File: src/rtl/mult_pkg.sv
// Shared constants and helpers for the shift-and-add multiplier datapath.
package mult_pkg;

    localparam int MULT_N = 8;

    // Bits needed to count 0..n-1 (ceil(log2 n)), never less than one.
    function automatic int cnt_width(input int n);
        int w;
        w = 1;
        for (int i = 1; i < 31; i++) begin
            if ((1 << i) < n) begin
                w = i + 1;
            end
        end
        return w;
    endfunction

endpackage

File: src/rtl/mult_adder.sv
// N-bit unsigned adder with carry-out; adds the multiplicand into the accumulator upper half.
module mult_adder
    import mult_pkg::*;
#(
    parameter int N = MULT_N
) (
    input  logic [N-1:0] a,
    input  logic [N-1:0] b,
    output logic [N-1:0] sum,
    output logic         carry
);

    assign {carry, sum} = {1'b0, a} + {1'b0, b};

endmodule

File: src/rtl/mult_datapath.sv
// Shift-and-add multiplier datapath: accumulator, multiplicand register and shift counter,
// sequenced externally through Load / Ad / Sh.
module mult_datapath
    import mult_pkg::*;
#(
    parameter int N = MULT_N
) (
    input  logic           Clk,
    input  logic           Reset,
    input  logic           Load,
    input  logic           Sh,
    input  logic           Ad,
    input  logic [N-1:0]   Mcand,
    input  logic [N-1:0]   Mplier,
    output logic           M,
    output logic           K,
    output logic [2*N-1:0] Product
);

    localparam int CW = cnt_width(N);
    localparam logic [CW-1:0] CNT_LAST = CW'(N - 1);

    logic [2*N:0]  acc;
    logic [N-1:0]  mcr;
    logic [CW-1:0] cnt;

    logic [N-1:0]  sum;
    logic          carry;
    logic [2*N:0]  added;
    logic [2*N:0]  acc_next;
    logic [CW-1:0] cnt_inc;

    mult_adder #(.N(N)) u_adder (
        .a     (acc[2*N-1:N]),
        .b     (mcr),
        .sum   (sum),
        .carry (carry)
    );

    // Add happens before shift so Ad+Sh in one cycle equals add then shift.
    always_comb begin
        added = acc;
        if (Ad) begin
            added = {carry, sum, acc[N-1:0]};
        end
        acc_next = added;
        if (Sh) begin
            acc_next = {1'b0, added[2*N:1]};
        end
    end

    // Explicit wrap at N-1 keeps non-power-of-two widths cycling over 0..N-1.
    assign cnt_inc = (cnt == CNT_LAST) ? '0 : cnt + 1'b1;

    always_ff @(posedge Clk or posedge Reset) begin
        if (Reset) begin
            acc <= '0;
            mcr <= '0;
            cnt <= '0;
        end else if (Load) begin
            acc <= {1'b0, {N{1'b0}}, Mplier};
            mcr <= Mcand;
            cnt <= '0;
        end else begin
            acc <= acc_next;
            if (Sh) begin
                cnt <= cnt_inc;
            end
        end
    end

    assign M       = acc[0];
    assign K       = (cnt == CNT_LAST);
    assign Product = acc[2*N-1:0];

endmodule
File: config.mk
export PLATFORM = sky130hd
export DESIGN_NAME = mult_datapath
export DESIGN_NICKNAME = d
export VERILOG_FILES = /design/src/rtl/mult_pkg.sv /design/src/rtl/mult_adder.sv /design/src/rtl/mult_datapath.sv
export SDC_FILE = /design/constraint.sdc
export NUM_CORES = 1
export LEC_CHECK = 0
export ABC_CLOCK_PERIOD_IN_PS = 2000
export CORE_MARGIN = 5
export CORE_UTILIZATION = 46
export DETAILED_ROUTE_END_ITERATION = 10
export PLACE_DENSITY = 0.74
export SLEW_MARGIN = 20
export SYNTH_ARGS = -nofsm -noshare
export SYNTH_HDL_FRONTEND = slang
export SYNTH_SLANG_ARGS = --single-unit
File: constraint.sdc
create_clock -name Clk -period 2 [get_ports Clk]
set_clock_uncertainty 0.1 [all_clocks]
set_input_delay 0.2 -clock Clk [delete_from_list [all_inputs] [get_ports Clk]]
set_output_delay 0.2 -clock Clk [all_outputs]
set_load 0.01 [all_outputs]
---- Word-level counts from Yosys, hierarchy flattened ----
Index checks and enable logic that the tools add are counted.
storage, ports and cells
  register bits ........................... 28
  bits in latches ......................... 0
  memory bits (writable) .................. 0
  memory bits (read-only) ................. 0
  input port bits ......................... 21
  output and inout bits ................... 18
  memories ................................ 0
cells by class
  add/sub/neg operators ................... 2
  multiply operators ...................... 0
  divide/modulo/power cells ............... 0
  $lt $le $gt $ge ......................... 0
  eq/ne operators ......................... 1
  shift-type cells ........................ 0
  mux-type cells .......................... 6
  bitwise operators ....................... 0
  reduce and logical (&&, ||, !) cells .... 1
operator list
  kind                                          number
  2-to-1 mux 17 bit                             3
  adder 8 x 8 -> 9 bit                          1
  2-to-1 mux 3 bit                              3
  adder 3 x 1 -> 3 bit (second input constant)  1
  == test 3 bit (second input constant)         1
  nonzero test 2 bit                            1

---- Depth between registers and ports, before layout ----
Gate-level depths: netlist of the first run.
  depth in word-level cells ............... 4
  depth in mapped cells ................... 8
  gate-level depth less buffers ........... 8

---- Modules after synthesis ----
A second synthesis of the first run with hierarchy kept.
second synthesis, totals
  cell total of the unflattened synthesis .. 155
  area, all modules ....................... 1670.4 um2
by module, submodules not included
  module         times used  cells an instance  area each (um2)
  mult_datapath  1           113                1346.3
  mult_adder     1           42                 324.1

---- Worst setup path before layout of the first run ----
OpenSTA, ideal clock, no wires.
  path kind ............................... register to register
  start ................................... reg acc[8]
  end ..................................... reg acc[13]
  library setup time ...................... 0.133 ns
  arrival time ............................ 1.710 ns
  data required time ...................... 1.767 ns
  slack ................................... 0.056 ns
  cell stages (with the launch flop) ...... 9
  path buffers ............................ 0
  clock period less this slack ............ 1.944 ns
  path through ............................ dfrtp_1 ha_1 inv_1 fa_1 nor2b_4 o31a_4 o21a_1 o311ai_2 o31ai_1
on the way
  word-level cells in the longest chain between the ends .. 4
ends and longest elaborated chain
  element                 line                 RTL
  from (decl)             mult_datapath.sv:23  logic [2*N:0] acc;
  from (signal assigned)  mult_datapath.sv:61  acc <= {1'b0, {N{1'b0}}, Mplier};
  from (signal assigned)  mult_datapath.sv:65  acc <= acc_next;
  adder 8 x 8 -> 9 bit    mult_adder.sv:13     assign {carry, sum} = {1'b0, a} + {1'b0, b};
  2-to-1 mux 17 bit       mult_datapath.sv:43  if (Ad) begin
  2-to-1 mux 17 bit       mult_datapath.sv:47  if (Sh) begin
  2-to-1 mux 17 bit       mult_datapath.sv:60  end else if (Load) begin
No other way between the ends. The select of a mux whose other input is x is not followed.
A chain may end at the register's enable or synchronous reset.

---- Worst setup path after layout of the first run ----
  start ................................... reg acc[9]
  end ..................................... reg acc[14]
The elaborated chain is that of the path after synthesis.

==> out/qor.csv, run 1 <==
metric;value;unit
Die X;72.43;um
crit-path max cell delay;430;ps
EDFF count, synth;0;
hold_ws;175.4;ps
WL/cell;15.10;um
Clock Pin Slew Worst Setup and Hold Paths;100;ps
cell family with most CP delay;simple AND/OR/NAND/NOR gates;
#FFs+latches synth;28;
Final Slew Violations;0;
Synth Warn #;0;
crit end category;flip-flop;
GPL Wtd Cong;0.8455;
crit path buf inv count;0;
Synth-to-Final Area Change;25.05;%
number of global-route vias before repair;1430;
reg-to-reg endpoint;acc[14];
Die ar.;5246;um2
ys flop type;dfrtp_1;
core area;3716;um2
final core occ;0.6034;
initial drt markers;78;
via-per-instance ratio;5.369;
Distinct cells, synth;36;
height of the chip;72.43;um
register share of total power;0.416;
row cnt;22;
Worst Slack Setup Final;-9.069;ps
Reg2Reg Launch Point;acc[9];
CP dominant cell by count;a211oi_2;
switch share;0.3123;
mean post-synth cell area;9.798;um2
Max FO, Critical Path;4;
gr ovfl total;0;
antenna-violating nets left;0;
nets@finish;245;
crit path from;acc[9];
Cell Int Power;1108;uW
Post-Syn Area;1793;um2
Slowest-stage cell, CP;dfrtp_1;
Total Wirelength;3927;um
status;complete, but fails checks;
Power Dens Cells;718.2;nW/um2
Leakage;0.0009988;uW
maximum clock rate;497.7;MHz
Final Critical Period;2009;ps
RSZ-0062 raised after global routing;yes;
largest net degree at the start of global routing;37;
antenna cells;0;
htree depth;1;
Via Count;1396;
Clock Latency Late Sink;270;ps
CTS buffer count;3;
top cell type's share of synthesized area;0.3908;
max capacitance violation total;0;
fraction of layout cells with a size suffix above 1;0.1934;
antenna violations before repair;0;
CTS root buf;clkbuf_8;
CTS Buffer Depth;2;
FFs w/ async S/R, synth;1.000;
DRC errors left;0;
Synth Instances;183;
violated checks;setup timing;
R2R setup slack;-9;ps
CP Launch Type;flip-flop;
1st-pass router iterations;4;
Setup TNS Final;-9.069;ps
Worst Path Arrival;2100;ps
first-pass GRT wire length;6755;um
clock power share;0.216;
CTS tree;built;
Initial Util;0.4825;
cts hold-fix bufs;0;
port bufs;38;
DP Wirelength;2940;um
area leader, netlist;dfrtp_1;
peak supply drop;387.0;uV
Fill cells;339;
clk sink count;28;
count of final hold-check violations;0;
Combinational Power Share;0.368;
gr usage total;0.1596;
Top Ports;39;
Worst Reg-to-Reg Cells;6;
Hold WC Path Type;in -> async;
Synth area leaders;dfrtp_1 39%, ha_1 7.0%, buf_4 6.7%;
Synthesized Nets;215;
CP cell instances;ha_1 -> a211oi_2 -> nor2_2 -> nor4_1 -> nor3_4 -> a211oi_2;
register area share after synthesis;0.3908;
period utilization;1.005;
Worst slew margin;0.6399;
# setup viols final;1;
CP Class;reg -> reg;
Req. time, crit path;2090;ps
P_sw;502.9;uW
Worst Tran Pin Value;535.2;ps
worst reg2reg max path: cells and delay by family, from the launching register on:
family                     cells  cell delay, ps
adders and majority gates      1             340
DFF                            1             430
AOI/OAI and AO/OA              2             460
and+or+nand+nor                3             610
power groups by stage:
stage	Sequential, uW	Combinational [uW]	Clock (uW)
after floorplan	667	411	0
after global placement	678	546	0
after detailed placement	681	563	0
after CTS	671	572	357
after global routing	680	648	381
final	670	592	348
placed cells by master (no fill, tap or decap), drive strengths merged, types with 2 or more instances in the layout:
cell type / Yosys / layout
xnor2: 2 / 2
dfrtp: 28 / 28
a21oi: 10 / 10
nor3: 6 / 6
a211oi: 7 / 7
nor2: 14 / 14
ha: 10 / 10
mux2: 8 / 8
mux2i: 10 / 10
buf: 22 / 12
clkdlybuf4s50: 0 / 38
nor2b: 5 / 5
o21ai: 15 / 15
o21a: 2 / 2
a21o: 2 / 2
clkbuf: 3 / 4
o31ai: 4 / 4
nand2: 15 / 15
nor4: 2 / 2
inv: 7 / 7
metal layers:
layer,vias up,share of wire,global-route usage
li1,685,-,-
met1,675,0.45,0.2054
met2,34,0.49,0.2710
met3,2,0.053,0.04017
met4,0,0.0051,0.03484
met5,-,0,0
how the worst max path moves through the flow:
| stage | depth (start not counted) | endpoint | slack (ps) |
|---|---|---|---|
| 3_5_place_dp | 8 | acc[13] | -60 |
| 4_1_cts | 8 | acc[13] | -20 |
| 5_1_grt | 6 | acc[14] | -120 |
| 2_1_floorplan | 8 | acc[13] | 60 |
| 6_report | 6 | acc[14] | -9 |
| 3_3_place_gp | 8 | acc[13] | 50 |
sequential cells by signal, indices dropped and copies added, names as in the netlist:
| name | count |
|---|---|
| mcr | 8 |
| acc | 17 |
| cnt | 3 |
area by class of cell:
type / instances / area [um2] / share of cell area
inverters: 7 / 26.28 / 0.01172
repair buffers: 50 / 470.5 / 0.2098
multi-input cells: 123 / 929.6 / 0.4146
flip-flops and latches: 28 / 700.7 / 0.3125
well taps: 48 / 60.06 / 0.02679
clock buffers: 4 / 55.05 / 0.02455
logic make-up (layout without fill, tap and decap cells):
logic type / Yosys count / in the layout / synth area share
adders and majority gates: 11 / 11 / 0.08095
and+or+nand+nor: 45 / 45 / 0.1249
DFF: 28 / 28 / 0.3908
buffers and inverters: 32 / 61 / 0.1047
AOI/OAI and AO/OA: 47 / 47 / 0.1828
xor gates and xnor gates: 2 / 2 / 0.009771
muxes: 18 / 18 / 0.1061
cells in the mapped netlist, drive strengths merged, types with 2 or more instances:
cell    number
a211oi       7
a21o         2
a21oi       10
buf         22
clkbuf       3
dfrtp       28
ha          10
inv          7
mux2         8
mux2i       10
nand2       15
nor2        14
nor2b        5
nor3         6
nor4         2
o21a         2
o21ai       15
o31ai        4
xnor2        2
stage by stage:
stage	power (uW)	cells	setup slack (ps)	area [um2]
CTS	1600	259	-15.33	2215
detailed placement	1243	254	-64.97	2147
global placement	1224	254	45.67	2147
floorplan	1078	183	56.36	1793
global route	1708	260	-118.7	2242
finish	1610	260	-9.069	2242
what timing repair did:
| action | in CTS | in global routing |
|---|---|---|
| gates resized for setup | 3 | 5 |
| buffers inserted | 1 | 1 |
| endpoints found under the setup margin | 2 | 7 |
| gates cloned | 0 | 0 |
| pin swaps | 2 | 3 |
Power figures use the tool's default switching activity.
==> run 2: changes to the inputs <==
CORE_UTILIZATION = 40   (was 46)
PLACE_DENSITY = 0.66   (was 0.74)
==> out/qor.csv, run 2 (synthesis results as in run 1) <==
metric;value;unit;change
status;completed;;
hold_ws;173.1;ps;-2.258 ps
clk sink count;28;;unchanged
Worst Tran Pin Value;363.3;ps;-171.9 ps
initial drt markers;100;;+28%
antenna violations before repair;0;;unchanged
height of the chip;76.95;um;+6.2%
CTS tree;built;;
antenna cells;0;;unchanged
Final Slew Violations;0;;unchanged
DP Wirelength;2737;um;-6.9%
GPL Wtd Cong;0.8122;;-3.9%
cts hold-fix bufs;0;;unchanged
Slowest-stage cell, CP;dfrtp_1;;
commonest non-fill, non-tap cell in the layout;clkdlybuf4s50_1;;
Top Ports;39;;unchanged
# setup viols final;0;;-1
Via Count;1373;;-1.6%
Leakage;0.001015;uW;+1.6%
WL/cell;13.74;um;-9.0%
crit end category;flip-flop;;
peak supply drop;397.7;uV;+2.8%
Req. time, crit path;2060;ps;-30 ps
Largest register FFs;17;;unchanged
number of global-route vias before repair;1393;;-2.6%
core area;4354;um2;+17%
Total Wirelength;3656;um;-6.9%
antenna-violating nets left;0;;unchanged
first-pass GRT wire length;6403;um;-5.2%
Largest regs;acc: 17 flops, mcr: 8 flops, cnt: 3 flops;;
count of final hold-check violations;0;;unchanged
Post-Place Cell Area;2167;um2;+0.93%
Biggest register;acc;;
port bufs;38;;unchanged
gr ovfl total;0;;unchanged
Die ar.;5921;um2;+13%
Setup TNS Final;0;ps;+9.069 ps
fraction of layout cells with a size suffix above 1;0.2009;;+0.007538
maximum clock rate;510.6;MHz;+2.6%
CP Class;reg -> reg;;
Worst slew margin;0.7578;;+0.1179
Finished Cell Area;2277;um2;+1.6%
CTS Buffer Depth;2;;unchanged
CP cell instances;ha_2 -> inv_2 -> fa_2 -> nor2b_4 -> o31a_4 -> o21a_1 -> o311ai_2 -> o31ai_1;;
CTS buffer count;3;;unchanged
Clock Pin Slew Worst Setup and Hold Paths;100;ps;about the same
crit-path max cell delay;400;ps;-30 ps
Clock Latency Late Sink;280;ps;about the same
gr usage total;0.1305;;-0.02913
most frequent cells in the layout;38 x clkdlybuf4s50_1, 28 x dfrtp_1, 15 x nand2_1;;
via-per-instance ratio;5.162;;-3.9%
Initial Util;0.4118;;-0.07071
Max FO, Critical Path;4;;unchanged
nets@finish;247;;+0.82%
largest net degree at the start of global routing;29;;-22%
max capacitance violation total;0;;unchanged
htree depth;1;;unchanged
RSZ-0062 raised after global routing;yes;;
Worst Path Arrival;2020;ps;-80 ps
Hold WC Path Type;in -> async;;
period utilization;0.9793;;-0.02522
CP Launch Type;flip-flop;;
CTS root buf;clkbuf_8;;
Final Critical Period;1959;ps;-50.43 ps
Die X;76.95;um;+6.2%
row cnt;24;;+9.1%
Power Dens Cells;744.9;nW/um2;+3.7%
1st-pass router iterations;4;;unchanged
Synth-to-Final Area Change;27.01;%;
DRC errors left;0;;unchanged
## run 2: layer usage
metal | track usage | wire length (um) | share of wire | up-vias
met1 | 0.1746 | 1695 | 0.46 | 646
met4 | 0.02098 | 26 | 0.0071 | 0
met5 | 0 | 0 | 0 | -
li1 | - | - | - | 689
met3 | 0.04918 | 284 | 0.078 | 2
met2 | 0.2037 | 1649 | 0.45 | 36
## run 2: worst paths after layout
| check | from | endpoint | slack [ps] | cells after the start |
|---|---|---|---|---|
| setup / recovery | acc[8] | acc[13] | 40 | 8 |
| hold / removal | Reset | cnt[2] | 170 | 3 |
| setup reg to reg | acc[8] | acc[13] | 40 | 8 |
| hold reg to reg | mcr[4] | mcr[4] | 420 | 1 |
| max in group asynchronous | Reset | acc[16] | 1360 | 3 |
| min in group Clk | Mplier[2] | acc[2] | 370 | 3 |
## run 2: metrics by stage
stage                     worst slack (ps)  std cells  total power, uW  utilization
after floorplan                      56.36        183             1078            -
after global placement               46.03        260             1238       0.4977
after detailed placement            -10.89        260             1243       0.4977
after CTS                            26.08        265             1707       0.5170
after global routing                -57.70        266             1812       0.5230
final                                41.36        266             1696       0.5230
## run 2: report_power, final
part	internal [uW]	total, uW	switching, uW
Sequential	624	667	43.2
Clock	268	449	181
Combinational	308	580	272
## run 2: final cells by class
type                            instances  area (um2)
Clock buffer                            3       41.29
Clock inverter                          1       30.03
Fill cell                             425        2077
Inverter                                7       26.28
Multi-Input combinational cell        123       928.4
Sequential cell                        28       700.7
Tap cell                               52       65.06
Timing Repair Buffer                   52       485.5
## run 2: repair_timing
item                       4_1_cts  5_1_grt
hold endpoints to repair         0        0
buffers inserted                 1        1
pin swaps                        1        1
setup endpoints to repair        2        6
gates resized for setup          3        4
## run 2: critical path, delay by kind of cell (launching register included)
family / cells / cell delay [ps]
AO/OA/AOI/OAI: 4 / 820
adder cells (fa/ha/maj): 2 / 420
buffers and inverters: 1 / 50
flip-flops: 1 / 400
AND/OR/NAND/NOR: 1 / 50
